`config.mk`:
```
export PLATFORM = sky130hd
export DESIGN_NAME = bch_enc
export DESIGN_NICKNAME = d
export VERILOG_FILES = /design/src/rtl/bch_enc.sv
export SDC_FILE = /design/constraint.sdc
export NUM_CORES = 1
export LEC_CHECK = 0
export BUFFER_PORTS_ARGS = -buffer_cell sky130_fd_sc_hd__buf_2
export CORE_UTILIZATION = 60
export CTS_CLUSTER_DIAMETER = 100
export CTS_CLUSTER_SIZE = 30
export DETAILED_ROUTE_END_ITERATION = 16
export GPL_ROUTABILITY_DRIVEN = 0
export MAX_ROUTING_LAYER = met4
export PLACE_DENSITY = 0.79
export SETUP_SLACK_MARGIN = 0.15
export SLEW_MARGIN = 40
export SYNTH_ARGS = -nofsm -noshare
export SYNTH_HDL_FRONTEND = slang
export SYNTH_SLANG_ARGS = --single-unit
```
`constraint.sdc`:
```
create_clock -name clk -period 4.6 [get_ports clk]
set_clock_uncertainty 0.15 [all_clocks]
set_input_delay 0.69 -clock clk [delete_from_list [all_inputs] [get_ports clk]]
set_output_delay 0.69 -clock clk [all_outputs]
set_load 0.03 [all_outputs]
```
`src/rtl/bch_enc.sv`:
```
// bch_enc: systematic serial BCH encoder built on an r-bit Galois LFSR.
// Message bits stream through with one cycle of latency; the r parity bits
// follow back-to-back. Optional feature: define BCH_ENC_CW_CNT_EN to add the
// 16-bit completed-codeword counter output cw_cnt.
module bch_enc #(
  parameter int N_MAX = 1023,
  parameter int T_MAX = 4,
  parameter int M_MAX = 10,
  localparam int R_MAX = T_MAX * M_MAX
) (
  input  logic             clk,
  input  logic             rst,
  input  logic             start,
  input  logic [9:0]       n,
  input  logic [5:0]       r,
  input  logic [R_MAX-1:0] gen,
  input  logic             in_valid,
  input  logic             in_bit,
  output logic             in_ready,
  output logic             out_valid,
  output logic             out_bit,
  output logic             out_last,
  output logic             done,
  output logic             cfg_err
`ifdef BCH_ENC_CW_CNT_EN
  ,
  output logic [15:0]      cw_cnt
`endif
);

  localparam int CNT_W = $clog2(N_MAX + 1);

  typedef enum logic [1:0] {IDLE, MSG, PAR} state_t;

  state_t             state, state_nxt;
  logic [CNT_W-1:0]   cnt;       // message bits accepted, then parity bits sent
  logic [CNT_W-1:0]   k_q;       // message length n - r
  logic [5:0]         r_q;
  logic [R_MAX-1:0]   gen_q;
  logic [R_MAX-1:0]   lfsr, lfsr_nxt, lfsr_shl;
  logic               cfg_bad, accept, msg_last, par_last, top, fb;

  assign cfg_bad  = (r == '0) || (int'(r) > R_MAX) || ({4'b0, r} >= n);
  assign accept   = in_valid && (state == MSG);
  assign msg_last = (cnt == k_q - 1'b1);
  assign par_last = (cnt == CNT_W'(r_q) - 1'b1);
  assign lfsr_shl = {lfsr[R_MAX-2:0], 1'b0};
  assign fb       = in_bit ^ top;

  // Tap the current top stage lfsr[r-1] and form the next LFSR value.
  always_comb begin
    // NOTE: every variable gets a default first so no path leaves it unassigned (no latch).
    top      = 1'b0;
    lfsr_nxt = '0;
    for (int i = 0; i < R_MAX; i++) begin
      if (i == int'(r_q) - 1) top = lfsr[i];
    end
    for (int i = 0; i < R_MAX; i++) begin
      if (i < int'(r_q)) begin
        // Parity drain is a plain shift with zero fill; division adds g(x) on feedback.
        lfsr_nxt[i] = (state == PAR) ? lfsr_shl[i] : (lfsr_shl[i] ^ (fb & gen_q[i]));
      end
    end
  end

  // State register.
  always_ff @(posedge clk) begin
    // NOTE: sequential state uses non-blocking assignments so all flops update together.
    if (rst) state <= IDLE;
    else     state <= state_nxt;
  end

  // Next-state logic and the in_ready handshake.
  always_comb begin
    state_nxt = state;
    in_ready  = 1'b0;
    unique case (state)
      IDLE: if (start && !cfg_bad) state_nxt = MSG;
      MSG: begin
        in_ready = 1'b1;
        if (accept && msg_last) state_nxt = PAR;
      end
      PAR:     if (par_last) state_nxt = IDLE;
      default: state_nxt = IDLE;
    endcase
  end

  // Datapath: configuration latch, LFSR, counter and registered outputs.
  always_ff @(posedge clk) begin
    if (rst) begin
      k_q       <= '0;
      r_q       <= '0;
      gen_q     <= '0;
      lfsr      <= '0;
      cnt       <= '0;
      out_valid <= 1'b0;
      out_bit   <= 1'b0;
      out_last  <= 1'b0;
      done      <= 1'b0;
      cfg_err   <= 1'b0;
    end else begin
      out_valid <= 1'b0;
      out_bit   <= 1'b0;
      out_last  <= 1'b0;
      done      <= 1'b0;
      cfg_err   <= 1'b0;
      unique case (state)
        IDLE: begin
          if (start) begin
            if (cfg_bad) begin
              cfg_err <= 1'b1;
            end else begin
              k_q   <= CNT_W'(n - {4'b0, r});
              r_q   <= r;
              gen_q <= gen;
              lfsr  <= '0;
              cnt   <= '0;
            end
          end
        end
        MSG: begin
          if (accept) begin
            lfsr      <= lfsr_nxt;
            out_valid <= 1'b1;
            out_bit   <= in_bit;
            cnt       <= msg_last ? '0 : cnt + 1'b1;
          end
        end
        PAR: begin
          lfsr      <= lfsr_nxt;
          out_valid <= 1'b1;
          out_bit   <= top;
          cnt       <= cnt + 1'b1;
          if (par_last) begin
            out_last <= 1'b1;
            done     <= 1'b1;
          end
        end
        default: ;
      endcase
    end
  end

`ifdef BCH_ENC_CW_CNT_EN
  // Completed-codeword counter; moves on the same edge that raises done.
  always_ff @(posedge clk) begin
    if (rst)                          cw_cnt <= '0;
    else if (state == PAR && par_last) cw_cnt <= cw_cnt + 16'd1;
  end
`endif

endmodule

```
Yosys cells after proc, flatten, opt, wreduce, memory -nomap -nowiden
Index checks and enable logic that the tools add are counted.

word-level totals
  logic and storage cells = 345
  input port bits = 61
  bits in registers = 112
  output and inout bits = 6

cells by class
  eq/ne operators = 49
  reduce and logical (&&, ||, !) cells = 15
  bitwise gates (word level) = 84
  add/subtract/negate cells = 5
  mux-type cells = 140
  magnitude comparators = 42

operators with widths
  operator                                           count
  2-to-1 mux 1 bit                                   125
  2-to-1 mux 40 bit                                  3
  one-hot mux 40 bit (3 select lines)                1
  == test 6 x 7 -> 1 bit, first input constant       16
  < comparator 5 x 6 -> 1 bit, first input constant  16
  == test 5 x 7 -> 1 bit, first input constant       8
  == test 7 bit, first input constant                8
  < comparator 4 x 6 -> 1 bit, first input constant  8
  < comparator 6 bit, first input constant           8
  bitwise AND 1 bit                                  40
  2-to-1 mux 10 bit                                  4
  XOR 1 bit                                          40
  logical NOT 32 bit                                 1
  one-hot mux 10 bit (3 select lines)                1
  == test 4 x 7 -> 1 bit, first input constant       4
  < comparator 3 x 6 -> 1 bit, first input constant  4
  == test 10 bit                                     2
  == test 3 x 7 -> 1 bit, first input constant       2
  subtractor 6 x 1 -> 7 bit, second input constant   2
  < comparator 1 x 6 -> 1 bit, first input constant  2
  < comparator 2 x 6 -> 1 bit, first input constant  2
  adder 10 x 1 -> 10 bit, second input constant      1
  >= comparator 6 x 10 -> 1 bit                      1
  != test 2 bit, second input constant               5
  other kinds (21)                                   31

Longest topological paths before layout
  depth in word-level cells = 49
  gate-level depth with buffers = 17
  gate-level depth less buffers = 13

Worst setup path after synthesis
Ideal clock, no wire load.

  path type = reg-to-reg
  start = register r_q[1]
  end = register lfsr[7]
  path buffers = 4
  slack = 0.785 ns
  required time = 4.333 ns
  setup time = 0.117 ns
  period minus slack after synthesis = 3.815 ns
  stages on the path, launching flop included = 17
  data arrival time = 3.547 ns
  cells stage by stage = dfxtp_1 > clkbuf_1 > inv_1 > ha_1 > buf_2 > inv_1 > or3_1 > and2_1 > or4_1 > a21o_1 > a2111oi_4 > or3_1 > buf_2 > buf_2 > a21oi_1 > xor2_1 > a32o_1

on the way
  word-level cells in the longest chain between the ends = 49
  elaborated cells between the ends (all ways) = 89
  those cells by class = add/sub (1); order compare (1); eq/ne (39); mux (44); bitwise (3); reduce/logical (1)

RTL lines
  what                                   RTL line  RTL
  start, declared                        38        logic [5:0] r_q;
  start signal, assigned                 114       r_q <= r;
  subtractor 6 x 1 -> 7 bit              56        if (i == int'(r_q) - 1) top = lfsr[i];
  logical NOT 32 bit                     56
  2-to-1 mux 1 bit (40 in series)        56
  XOR 1 bit                              48        assign fb = in_bit ^ top;
  bitwise AND 1 bit                      61        lfsr_nxt[i] = (state == PAR) ? lfsr_shl[i] : (lfsr_shl[i] ^ (fb & gen_q[i]));
  XOR 1 bit                              61
  2-to-1 mux 1 bit                       61
  2-to-1 mux 1 bit *                     59        if (i < int'(r_q)) begin
  2-to-1 mux 40 bit                      122       if (accept) begin
  one-hot mux 40 bit (3 select lines) *  107       unique case (state)
  end signal, assigned                   123       lfsr <= lfsr_nxt;
  end signal, assigned                   130       lfsr <= lfsr_nxt;
  end, declared                          40        logic [R_MAX-1:0] lfsr, lfsr_nxt, lfsr_shl;

Every way passes the cells marked *; elsewhere a longest branch is shown, timed or not. The select of a mux whose other input is x is not followed.
A chain may end at the register's enable or synchronous reset.

Worst setup path in the final report
Ends and elaborated chain as after synthesis.

==> flow_metrics.py <==
metrics = {
    "clock_network": {
        "path_clk_slew_ns": 0.08,
        "ctsLongestPathBuffers": 2,
        "root_buffer": "clkbuf_16",
        "clk_latency_ns": 0.37,
        "hold_buffers": 0,
        "cts_sinks": 112,
        "cts_tree": "done",
        "numCtsBuffers": 9,
        "htree_levels": 3,
    },
    "setup_path": {
        "arrival_ns": 4.18,
        "cpPeakStageDelay_ns": 0.50,
        "r2r_end": "lfsr[7]",
        "worstPathRequired_ns": 4.70,
        "cp_cell_sequence": "inv_1 > ha_1 > buf_4 > nor3b_1 > o32ai_1 > nand2_1 > o22a_1 > o221ai_1 > a2111oi_4 > or3_1 > buf_12 > a21oi_1 > xor2_1 > a32o_1",
        "critPathKind": "reg -> reg",
        "r2r_slack_ns": 0.53,
        "worstPathMaxFanout": 40,
        "regToRegStartpoint": "r_q[1]",
        "startpoint_type": "register",
        "rr_worst_depth": 14,
        "cp_slowest_cell": "nor3b_1",
        "worstSetupEndpointType": "register",
    },
    "timing": {
        "final.min_clock_period_ns": 4.07,
        "max_slew_margin_pct": 55.1,
        "hold_viol_final": 0,
        "rsz0062_at_grt": "no",
        "finalWorstSetupSlack_ns": 0.526,
        "max_freq_mhz": 245,
        "min_period_over_period_pct": 88.6,
        "worstMarginPinSlew_ns": 0.674,
        "final_max_slew_viol_count": 0,
        "finalSetupViolCount": 0,
        "setup_tns_ns": 0,
    },
    "die": {
        "design.die.area_um2": 12300,
        "core_area_um2": 11500,
        "die_w_um": 111,
        "ios": 67,
        "initial_core_util_pct": 62.1,
        "die_h_um": 111,
        "rows": 39,
    },
    "global_route": {
        "overflow": 0,
        "antenna_found_initial": 0,
        "grt_pass1_vias": 6027,
        "grt_pass1_wl_um": 31500,
        "gr-usage-all-layers_pct": 32.5,
        "grt_max_degree": 65,
    },
    "power_and_ir_drop": {
        "p_clk_share_pct": 27.2,
        "leakage_nw": 3.04,
        "combPwrFrac_pct": 38.1,
        "seqPwrFrac_pct": 34.7,
        "internal_power_mw": 1.99,
        "switching_share_pct": 38.7,
        "powerDensity_nw_per_um2": 414,
        "peakVddDrop_v": 0.000320,
        "p_sw_mw": 1.25,
    },
    "yosys": {
        "synth_edf_count": 0,
        "synth_cell_types": 66,
        "synth_compound_area_share_pct": 26.7,
        "async_reset_ff_share_pct": 0,
        "yosys_most_used_dff": "dfxtp_1",
        "synth_top_family_by_area": "compound AO/OA/AOI/OAI gates",
        "ys_seq_area_share_pct": 31.5,
        "synthSimpleGateAreaFrac_pct": 23.2,
        "ys_warn_count": 0,
        "synth.largest_area_cell": "dfxtp_1",
        "syn_nets": 1005,
        "synth_area_leaders": "dfxtp_1 32%, nand2_1 8.1%, a21oi_1 7.2%",
        "synthAdderAreaFrac_pct": 3.62,
        "muxShareOfSynthArea_pct": 0.422,
        "synth_top_area_share_pct": 31.5,
        "synth-xor-area-share_pct": 8.49,
        "netlist_instances": 924,
        "synth.avg_cell_area_um2": 7.70,
        "ys_ff_latch": 112,
        "syn_area_um2": 7120,
    },
    "route": {
        "ant_nets": 0,
        "num_vias": 6693,
        "dr.pass1.iters": 6,
        "wl_met1_um": 8900,
        "top_layer_used": "met4",
        "dr_wl_met3_um": 1700,
        "drc_errors": 0,
        "wl_per_cell_um": 17.4,
        "drt-total-wl_um": 19100,
        "route.met2.wl_um": 8140,
        "vias_per_cell": 6.10,
        "drt_iter0_markers": 718,
    },
    "placement": {
        "hpwl_um": 13600,
        "io_buffers": 66,
        "place_ws_ns": 0.521,
    },
    "min_path": {
        "worstHoldEndpoint": "lfsr[2]",
        "worstHoldStart": "lfsr[2]",
        "worstHoldPathCells": 2,
        "hold_class": "reg -> reg",
    },
    "layout": {
        "regArea_um2": 2240,
        "nets": 1030,
        "syn_to_final_growth_pct": 9.99,
        "fin_util_pct": 68.3,
        "layout-drive-gt1-share_pct": 14.8,
        "multiInputGateArea_um2": 4470,
        "antenna-diode-count": 0,
        "fillCellCount": 956,
    },
    "status": {
        "status": "finished clean",
    },
    "flow_run": {
        "maxCapViolCount": 0,
    },
}
-- cells by family (layout without fill, tap and decap cells) --
logic type               count (synthesis)  count (layout)
AO/OA/AOI/OAI                          275             275
XOR/XNOR                                69              69
adder cells (fa/ha/maj)                 20              20
buffers and inverters                  102             132
flip-flops                             112             112
multiplexers                             3               3
AND/OR/NAND/NOR                        343             343
-- power groups by stage --
stage	Combinational, mW	Clock [mW]	Sequential (mW)
6_report	1.23	0.882	1.12
5_1_grt	1.35	0.924	1.14
4_1_cts	1.21	0.886	1.12
3_5_place_dp	1.20	0	1.14
3_3_place_gp	1.19	0	1.14
2_1_floorplan	0.907	0	1.12
-- worst max path at each step --
stage / startpoint / to / depth (start not counted)
3_5_place_dp: r_q[0] / lfsr[7] / 14
3_3_place_gp: r[0] / cnt[4] / 13
4_1_cts: r_q[0] / lfsr[7] / 14
5_1_grt: r_q[1] / lfsr[7] / 14
2_1_floorplan: r_q[1] / lfsr[7] / 16
6_report: r_q[1] / lfsr[7] / 14
-- through the flow --
step                      hold slack (ns)  cells  cell area (um2)  power (mW)
after CTS                           0.306   1097             7830        3.21
final                               0.305   1097             7830        3.24
after detailed placement            0.294   1081             7490        2.34
after global routing                0.329   1097             7830        3.41
after floorplan                     0.275    924             7120        2.03
after global placement              0.286   1081             7490        2.33
-- per-layer routing --
metal | GRT usage (%) | vias up
met5 | - | -
met4 | 10.1 | 0
met2 | 45.1 | 322
met3 | 6.45 | 46
met1 | 47.1 | 3041
li1 | - | 3284
-- flip-flops by register name, summed over array words and instances (netlist names) --
| register | flops |
|---|---|
| gen_q | 40 |
| state | 2 |
| cnt | 10 |
| r_q | 6 |
| out_valid | 1 |
| out_bit | 1 |
| lfsr | 40 |
| k_q | 10 |
| cfg_err | 1 |
| done | 1 |
-- Yosys cell counts (3+ instances only) --
cell	instances
a211o_1	8
buf_6	4
a2111oi_0	3
xnor2_1	46
ha_1	19
xor2_1	23
a21boi_0	3
and2_1	5
nor3_1	14
or4_1	6
nor2b_1	9
a21oi_1	103
and3_1	11
dfxtp_1	112
a31oi_1	5
or2_2	6
nand2_1	154
a32o_1	21
nor3b_1	7
buf_2	9
nor4b_1	3
nor2_1	44
nand2b_1	53
or3_1	10
a21oi_2	21
clkbuf_1	56
a21o_1	11
o21ai_1	5
o32a_1	3
o221ai_1	3
o31ai_1	20
mux2i_1	3
inv_1	30
nand3b_1	3
nand3_1	12
nand4_1	3
a211oi_1	11
a221oi_1	4
a22o_1	4
o32ai_1	4
o21ai_0	23
-- critical path, delay by kind of cell (launching register included) --
| kind | cells | cell delay [ns] |
|---|---|---|
| AND/OR/NAND/NOR | 3 | 0.83 |
| flip-flops | 1 | 0.31 |
| adder cells (fa/ha/maj) | 1 | 0.32 |
| XOR/XNOR | 1 | 0.17 |
| buffers and inverters | 3 | 0.75 |
| AO/OA/AOI/OAI | 6 | 1.41 |
-- cell type report --
type / instances / area share, %
Inverter: 31 / 1.49
Clock inverter: 6 / 1.34
Multi-Input combinational cell: 710 / 57.1
Timing Repair Buffer: 85 / 6.20
Clock buffer: 10 / 2.93
Tap cell: 143 / 2.29
Sequential cell: 112 / 28.7
-- repair_timing --
action | 4_1_cts | 5_1_grt
endpoints found under the setup margin | 0 | 11
buffers inserted | 0 | 0
gates resized for setup | 0 | 1
-- cell usage in the layout (no fill, tap or decap), types with 10 or more instances in the layout --
cell type	count
nand2b_1	53
buf_2	66
nor3_1	14
nand3_1	11
xnor2_1	46
buf_4	18
and3_1	10
a21oi_1	103
nor2_1	44
inv_1	30
o21ai_0	22
o31ai_1	20
nand2_1	154
a21oi_2	21
or3_1	10
a211oi_1	11
ha_1	18
dfxtp_1	111
a32o_1	21
a21o_1	11
xor2_1	23
Note: power is estimated with default switching activity, not from simulation.
